--- src/rtl/msi_wb_bfm_slave.sv ---
// ============================================================================
//  Module   : msi_wb_bfm_slave
//  Purpose  : Wishbone B3 slave handshake engine driven by a parent model.
//             The parent sees each pending transfer through the public state
//             outputs. It answers with a one-cycle write-ack, read-ack or
//             error command.
//  Revision : 1.0  initial release
// ============================================================================
//
//  Parent-side protocol (clocked on wb_clk rising edge):
//    * A transfer becomes visible when req_valid_o is high. The state outputs
//      address_o, op_o, mask_o, cycle_type_o and has_next_o describe it.
//    * The parent answers by holding exactly one of write_ack_i, read_ack_i
//      or error_i high at the next rising edge. For read_ack_i it also
//      supplies rd_data_i. Wishbone ack/err rise just after that edge.
//    * The parent inserts wait states by leaving all command inputs low on
//      edges where req_valid_o is high.
//    * Write data and mask are captured on the edge that completes the beat.
//      wr_valid_o pulses for one cycle with wr_data_o/mask_o valid.
//    * During a burst, req_valid_o is already high while the current ack is
//      on the bus. A command on that edge keeps ack high continuously, which
//      gives one beat per cycle.
// ============================================================================
`default_nettype none

module msi_wb_bfm_slave #(
    parameter int AW    = 32,
    parameter int DW    = 32,
    parameter int DEBUG = 0
) (
    input  logic              wb_clk,
    input  logic              wb_rst,
    // Wishbone slave port
    input  logic [AW-1:0]     wb_adr_i,
    input  logic [DW-1:0]     wb_dat_i,
    input  logic [DW/8-1:0]   wb_sel_i,
    input  logic              wb_we_i,
    input  logic [1:0]        wb_bte_i,
    input  logic [2:0]        wb_cti_i,
    input  logic              wb_cyc_i,
    input  logic              wb_stb_i,
    output logic [DW-1:0]     wb_dat_o,
    output logic              wb_ack_o,
    output logic              wb_err_o,
    output logic              wb_rty_o,
    // Parent-model side: public transfer state
    output logic              req_valid_o,
    output logic [AW-1:0]     address_o,
    output logic              op_o,
    output logic [DW/8-1:0]   mask_o,
    output logic              cycle_type_o,
    output logic              has_next_o,
    output logic [DW-1:0]     wr_data_o,
    output logic              wr_valid_o,
    // Parent-model side: response commands
    input  logic              write_ack_i,
    input  logic              read_ack_i,
    input  logic [DW-1:0]     rd_data_i,
    input  logic              error_i,
    // Beat marker for bench-side tracing; active only when DEBUG != 0
    output logic              dbg_beat_o
);

    localparam int c_NBYTES = DW / 8;

    localparam logic       c_OP_READ       = 1'b0;
    localparam logic       c_OP_WRITE      = 1'b1;
    localparam logic       c_CLASSIC_CYCLE = 1'b0;
    localparam logic       c_BURST_CYCLE   = 1'b1;
    localparam logic [2:0] c_CTI_CONST     = 3'b001;
    localparam logic [2:0] c_CTI_INCR      = 3'b010;
    localparam logic [2:0] c_CTI_EOB       = 3'b111;

    typedef enum logic [1:0] {
        S_IDLE = 2'd0,   // waiting for cyc & stb
        S_REQ  = 2'd1,   // beat pending, parent deciding (wait states)
        S_RESP = 2'd2    // ack or err on the bus this cycle
    } state_t;

    state_t              state_q;
    logic [AW-1:0]       address_q;
    logic                op_q;
    logic [DW/8-1:0]     mask_q;
    logic                cycle_type_q;
    logic                has_next_q;
    logic [DW-1:0]       dat_o_q;
    logic                ack_q;
    logic                err_q;
    logic [DW-1:0]       wr_data_q;
    logic                wr_valid_q;

    logic                has_next_d;
    logic                issue_d;
    logic [AW-1:0]       adr_next_d;

    // Next beat address of a burst. A constant burst keeps the address.
    // An incrementing burst adds one bus word, linearly or wrapping on a
    // 4/8/16-beat boundary selected by bte.
    function automatic logic [AW-1:0] f_next_adr(
        input logic [AW-1:0] adr,
        input logic [2:0]    cti,
        input logic [1:0]    bte
    );
        logic [AW-1:0] inc;
        logic [AW-1:0] wmask;
        inc = adr + AW'(c_NBYTES);
        case (bte)
            2'b01:   wmask = AW'(4  * c_NBYTES - 1);
            2'b10:   wmask = AW'(8  * c_NBYTES - 1);
            2'b11:   wmask = AW'(16 * c_NBYTES - 1);
            default: wmask = '1;
        endcase
        if (cti == c_CTI_INCR) begin
            f_next_adr = (adr & ~wmask) | (inc & wmask);
        end else begin
            f_next_adr = adr;
        end
    endfunction

    // A burst continues past the completing beat unless the master has
    // flagged end-of-burst or has already dropped the cycle.
    always_comb begin
        has_next_d  = (cycle_type_q == c_BURST_CYCLE) && wb_cyc_i && (wb_cti_i != c_CTI_EOB);
        adr_next_d  = f_next_adr(address_q, wb_cti_i, wb_bte_i);
        req_valid_o = ((state_q == S_REQ)  && wb_cyc_i && wb_stb_i) ||
                      ((state_q == S_RESP) && ack_q && has_next_d && wb_stb_i);
        issue_d     = req_valid_o && (error_i || write_ack_i || read_ack_i);
    end

    // Handshake FSM with registered bus responses and parent-visible state.
    always_ff @(posedge wb_clk or posedge wb_rst) begin
        if (wb_rst) begin
            state_q      <= S_IDLE;
            address_q    <= '0;
            op_q         <= c_OP_READ;
            mask_q       <= '0;
            cycle_type_q <= c_CLASSIC_CYCLE;
            has_next_q   <= 1'b0;
            dat_o_q      <= '0;
            ack_q        <= 1'b0;
            err_q        <= 1'b0;
            wr_data_q    <= '0;
            wr_valid_q   <= 1'b0;
        end else begin
            ack_q      <= 1'b0;
            err_q      <= 1'b0;
            wr_valid_q <= 1'b0;

            case (state_q)
                S_IDLE: begin
                    if (wb_cyc_i && wb_stb_i) begin
                        address_q    <= wb_adr_i;
                        op_q         <= wb_we_i ? c_OP_WRITE : c_OP_READ;
                        mask_q       <= wb_sel_i;
                        cycle_type_q <= ((wb_cti_i == c_CTI_CONST) || (wb_cti_i == c_CTI_INCR))
                                        ? c_BURST_CYCLE : c_CLASSIC_CYCLE;
                        has_next_q   <= 1'b1;
                        state_q      <= S_REQ;
                    end
                end

                S_REQ: begin
                    // Master abandoned the cycle before any response.
                    if (!wb_cyc_i) begin
                        has_next_q <= 1'b0;
                        state_q    <= S_IDLE;
                    end
                end

                S_RESP: begin
                    // This edge completes the beat that was acknowledged.
                    if (ack_q) begin
                        if (op_q == c_OP_WRITE) begin
                            wr_data_q  <= wb_dat_i;
                            mask_q     <= wb_sel_i;
                            wr_valid_q <= 1'b1;
                        end
                        has_next_q <= has_next_d;
                        if (has_next_d) begin
                            address_q <= adr_next_d;
                        end
                    end
                    state_q <= (ack_q && has_next_d) ? S_REQ : S_IDLE;
                end

                default: state_q <= S_IDLE;
            endcase

            // Parent command: overrides the defaults above on the same edge.
            if (issue_d) begin
                if (error_i) begin
                    err_q      <= 1'b1;
                    has_next_q <= 1'b0;
                end else begin
                    ack_q <= 1'b1;
                    if (read_ack_i) begin
                        dat_o_q <= rd_data_i;
                    end
                end
                state_q <= S_RESP;
            end
        end
    end

    assign wb_dat_o     = dat_o_q;
    assign wb_ack_o     = ack_q;
    assign wb_err_o     = err_q;
    assign wb_rty_o     = 1'b0;

    assign address_o    = address_q;
    assign op_o         = op_q;
    assign mask_o       = mask_q;
    assign cycle_type_o = cycle_type_q;
    assign has_next_o   = has_next_q;
    assign wr_data_o    = wr_data_q;
    assign wr_valid_o   = wr_valid_q;

    assign dbg_beat_o   = (DEBUG != 0) && (ack_q || err_q);

endmodule

`default_nettype wire

--- config.mk ---
export PLATFORM = sky130hd
export DESIGN_NAME = msi_wb_bfm_slave
export DESIGN_NICKNAME = d
export VERILOG_FILES = /design/src/rtl/msi_wb_bfm_slave.sv
export SDC_FILE = /design/constraint.sdc
export NUM_CORES = 1
export LEC_CHECK = 0
export ABC_AREA = 1
export BUFFER_PORTS_ARGS = -buffer_cell sky130_fd_sc_hd__buf_2
export CAP_MARGIN = 20
export CELL_PAD_IN_SITES_DETAIL_PLACEMENT = 0
export CELL_PAD_IN_SITES_GLOBAL_PLACEMENT = 1
export CORE_ASPECT_RATIO = 0.8
export CORE_MARGIN = 2
export CORE_UTILIZATION = 37
export CTS_CLUSTER_SIZE = 30
export DETAILED_ROUTE_END_ITERATION = 16
export PLACE_DENSITY = 0.85
export SETUP_SLACK_MARGIN = 0.4
export SLEW_MARGIN = 20
export SYNTH_ARGS = -nofsm -noshare
export SYNTH_HDL_FRONTEND = slang
export SYNTH_SLANG_ARGS = --single-unit
--- constraint.sdc ---
create_clock -name wb_clk -period 5.4 [get_ports wb_clk]
set_input_delay 0.27 -clock wb_clk [delete_from_list [all_inputs] [get_ports wb_clk]]
set_output_delay 0.27 -clock wb_clk [all_outputs]
set_load 0.02 [all_outputs]
==> results.cfg <==
[timing]
fmaxAchievable_mhz = 383
rsz0062_at_grt = false
worst_pin_slew_ns = 1.04
fin_setup_tns_ns = 0
slew_viol_final = 0
finalSetupViolCount = 0
skew_ns = 0.00669
hold_viol_final = 0
slew_headroom = 0.306
period_share = 0.483
fin_crit_ns = 2.61

[critical_path]
cp.buffers_inverters = 2
arrival_ns = 2.86
path_class = reg -> reg
startpoint_type = flip-flop
crit_family = simple AND/OR/NAND/NOR gates
crit_fanout = 35
end_kind = flip-flop
cp_slowest_stage_delay_ns = 0.43
worstPathRequired_ns = 5.65
slowest_stage = inv_1
cp_cell_sequence = nand2_2 > inv_1 > nand2_1 > nand3_4 > inv_2 > o21ai_0 > nand2_1 > nand2_1
crit_top_cell = nand2_1

[cts]
cts_resized = 0
cts-hold-fix-buffers = 0
postCtsSetupRepairBufs = 0
clockBufferDepth = 2
cts_sinks = 108
clock_latency_ns = 0.36
htreeDepth = 3
cts.clk_slew.worst_paths_ns = 0.08
cts_tree = built
cts_buffers = 9
cts_root_buf = clkbuf_16

[power]
p_per_area_mw_per_mm2 = 360
p_leak_nw = 3.95
vdd_ir_drop_max_mv = 0.203
finalPower_w = 0.00259

[drt]
antenna_left = 0
drt-vias-per-instance = 4.44
drc = 0
wirelength_mm = 16.6
routed-wl-met2_mm = 7.63
drt-pass1-iter-count = 4
drt-met1-wl_mm = 7.31
routedWlPerCell_microns = 14.0
vias = 5280
wl_met3_mm = 1.47
drtIter0Drc = 309
dr.max_layer_used = met5

[floorplan]
start_util = 0.379
pin_count = 222
die_h_microns = 115
core_area_sq_mm = 0.0151
rows = 40
die_x_microns = 143
dieArea_sq_mm = 0.0165

[grt]
grt_pass1_wl_mm = 26.0
antenna_found_initial = 3
grt_max_degree = 65
grt_pass1_vias = 5045
grt-ovfl-total = 0
grtUsageTotal = 0.206

[outcome]
status = finished clean

[logic_synthesis]
synthFlopType = dfrtp_1
synthMuxAreaShare = 0.00789
synth_edf_count = 0
synthAdderAreaFrac = 0.00657
ys_types = 31
netlist_area_sq_mm = 0.00571
netlist_instances = 763
synthSimpleGateAreaFrac = 0.301
yosysWarnings = 0
synth-seq-cells = 108
yosysSeqAreaShare = 0.473
synthArstFlopShare = 1.00
avgSynthCellArea_sq_um = 7.49
synthXorXnorAreaFrac = 0.0107
synth_compound_area_frac = 0.0984
synth_top_family_by_area = simple AND/OR/NAND/NOR gates

[place]
io_buffers = 219
placed_cells = 1171
place_hpwl_mm = 12.6
gp_congestion = 0.899

[final_layout]
finalNetCount = 1088
syn_to_final_growth_pct = 26.1
final_common_cell = nand2_1
fin_cells = 1188
drive_gt1_frac = 0.295
multi_input_area_sq_mm = 0.00243
nFillCells = 1533
utilization = 0.478
regArea_sq_mm = 0.00270
layout_common_cells = 310 x nand2_1, 219 x buf_2, 108 x dfrtp_1

[flow_run]
max_cap_viol_count = 0

[worst_hold_path]
hp-class = in -> async
## area by class of cell
class | instances | area share
Sequential cell | 108 | 0.375
Multi-Input combinational cell | 525 | 0.338
Timing Repair Buffer | 221 | 0.154
Inverter | 107 | 0.0561
Tap cell | 210 | 0.0365
Clock buffer | 9 | 0.0313
Clock inverter | 7 | 0.00817
Antenna cell | 1 | 0.000348
## path summary, 6_finish.rpt
kind / from / to / slack, ns / cells after the start
max: state_q[1] / flip-flop / 2.79 / 8
min: wb_rst / wr_data_o[29] / 0.02 / 2
max reg2reg: state_q[1] / flip-flop / 2.79 / 8
min reg2reg: wr_data_o[1] / wr_data_o[1] / 0.48 / 2
max in group asynchronous: wb_rst / wb_err_o / 4.19 / 3
min in group wb_clk: error_i / wb_ack_o / 0.09 / 2
## synth_stat cells (4+ instances only)
master / count / area share
nand2_1: 310 / 0.20
dfrtp_1: 108 / 0.47
inv_1: 106 / 0.070
nor2_1: 79 / 0.052
o21ai_2: 34 / 0.052
nand3_1: 24 / 0.021
o21ai_0: 16 / 0.014
a21oi_1: 15 / 0.013
buf_6: 9 / 0.018
buf_2: 6 / 0.0053
xor2_1: 6 / 0.0092
a21boi_1: 5 / 0.0066
clkbuf_1: 5 / 0.0033
o21ai_1: 5 / 0.0044
buf_4: 4 / 0.0053
mux2_2: 4 / 0.0079
nor3_1: 4 / 0.0035
## per-layer routing
| layer | GRT usage | vias up |
|---|---|---|
| met5 | 0 | - |
| met4 | 0.0436 | 2 |
| li1 | - | 2727 |
| met3 | 0.0858 | 14 |
| met2 | 0.333 | 162 |
| met1 | 0.262 | 2375 |
## through the flow
stage	cell area (sq um)	setup slack [ns]	hold WS, ns
after floorplan	5720	2.28	0.336
after global placement	6910	2.88	0.443
after detailed placement	6910	2.79	0.444
after CTS	7200	2.78	0.0497
after global routing	7200	2.50	0.0690
final	7200	2.79	0.0172
## power by group
| part | internal (W) | leakage (nW) | switching (W) |
|---|---|---|---|
| sequential | 0.000967 | 1.22 | 0.000152 |
| combinational | 0.000291 | 2.59 | 0.000527 |
| clock | 0.000322 | 0.144 | 0.000333 |
| total | 0.00158 | 3.95 | 0.00101 |
## logic make-up (layout without fill, tap and decap cells)
group,after synthesis,after routing
buf+inv,131,344
flops,108,108
xor+xnor,7,7
compound gates,80,80
simple gates,429,429
mux,4,4
fa+ha+maj,3,3
other cells,1,3
Note: power is estimated with default switching activity, not from simulation.
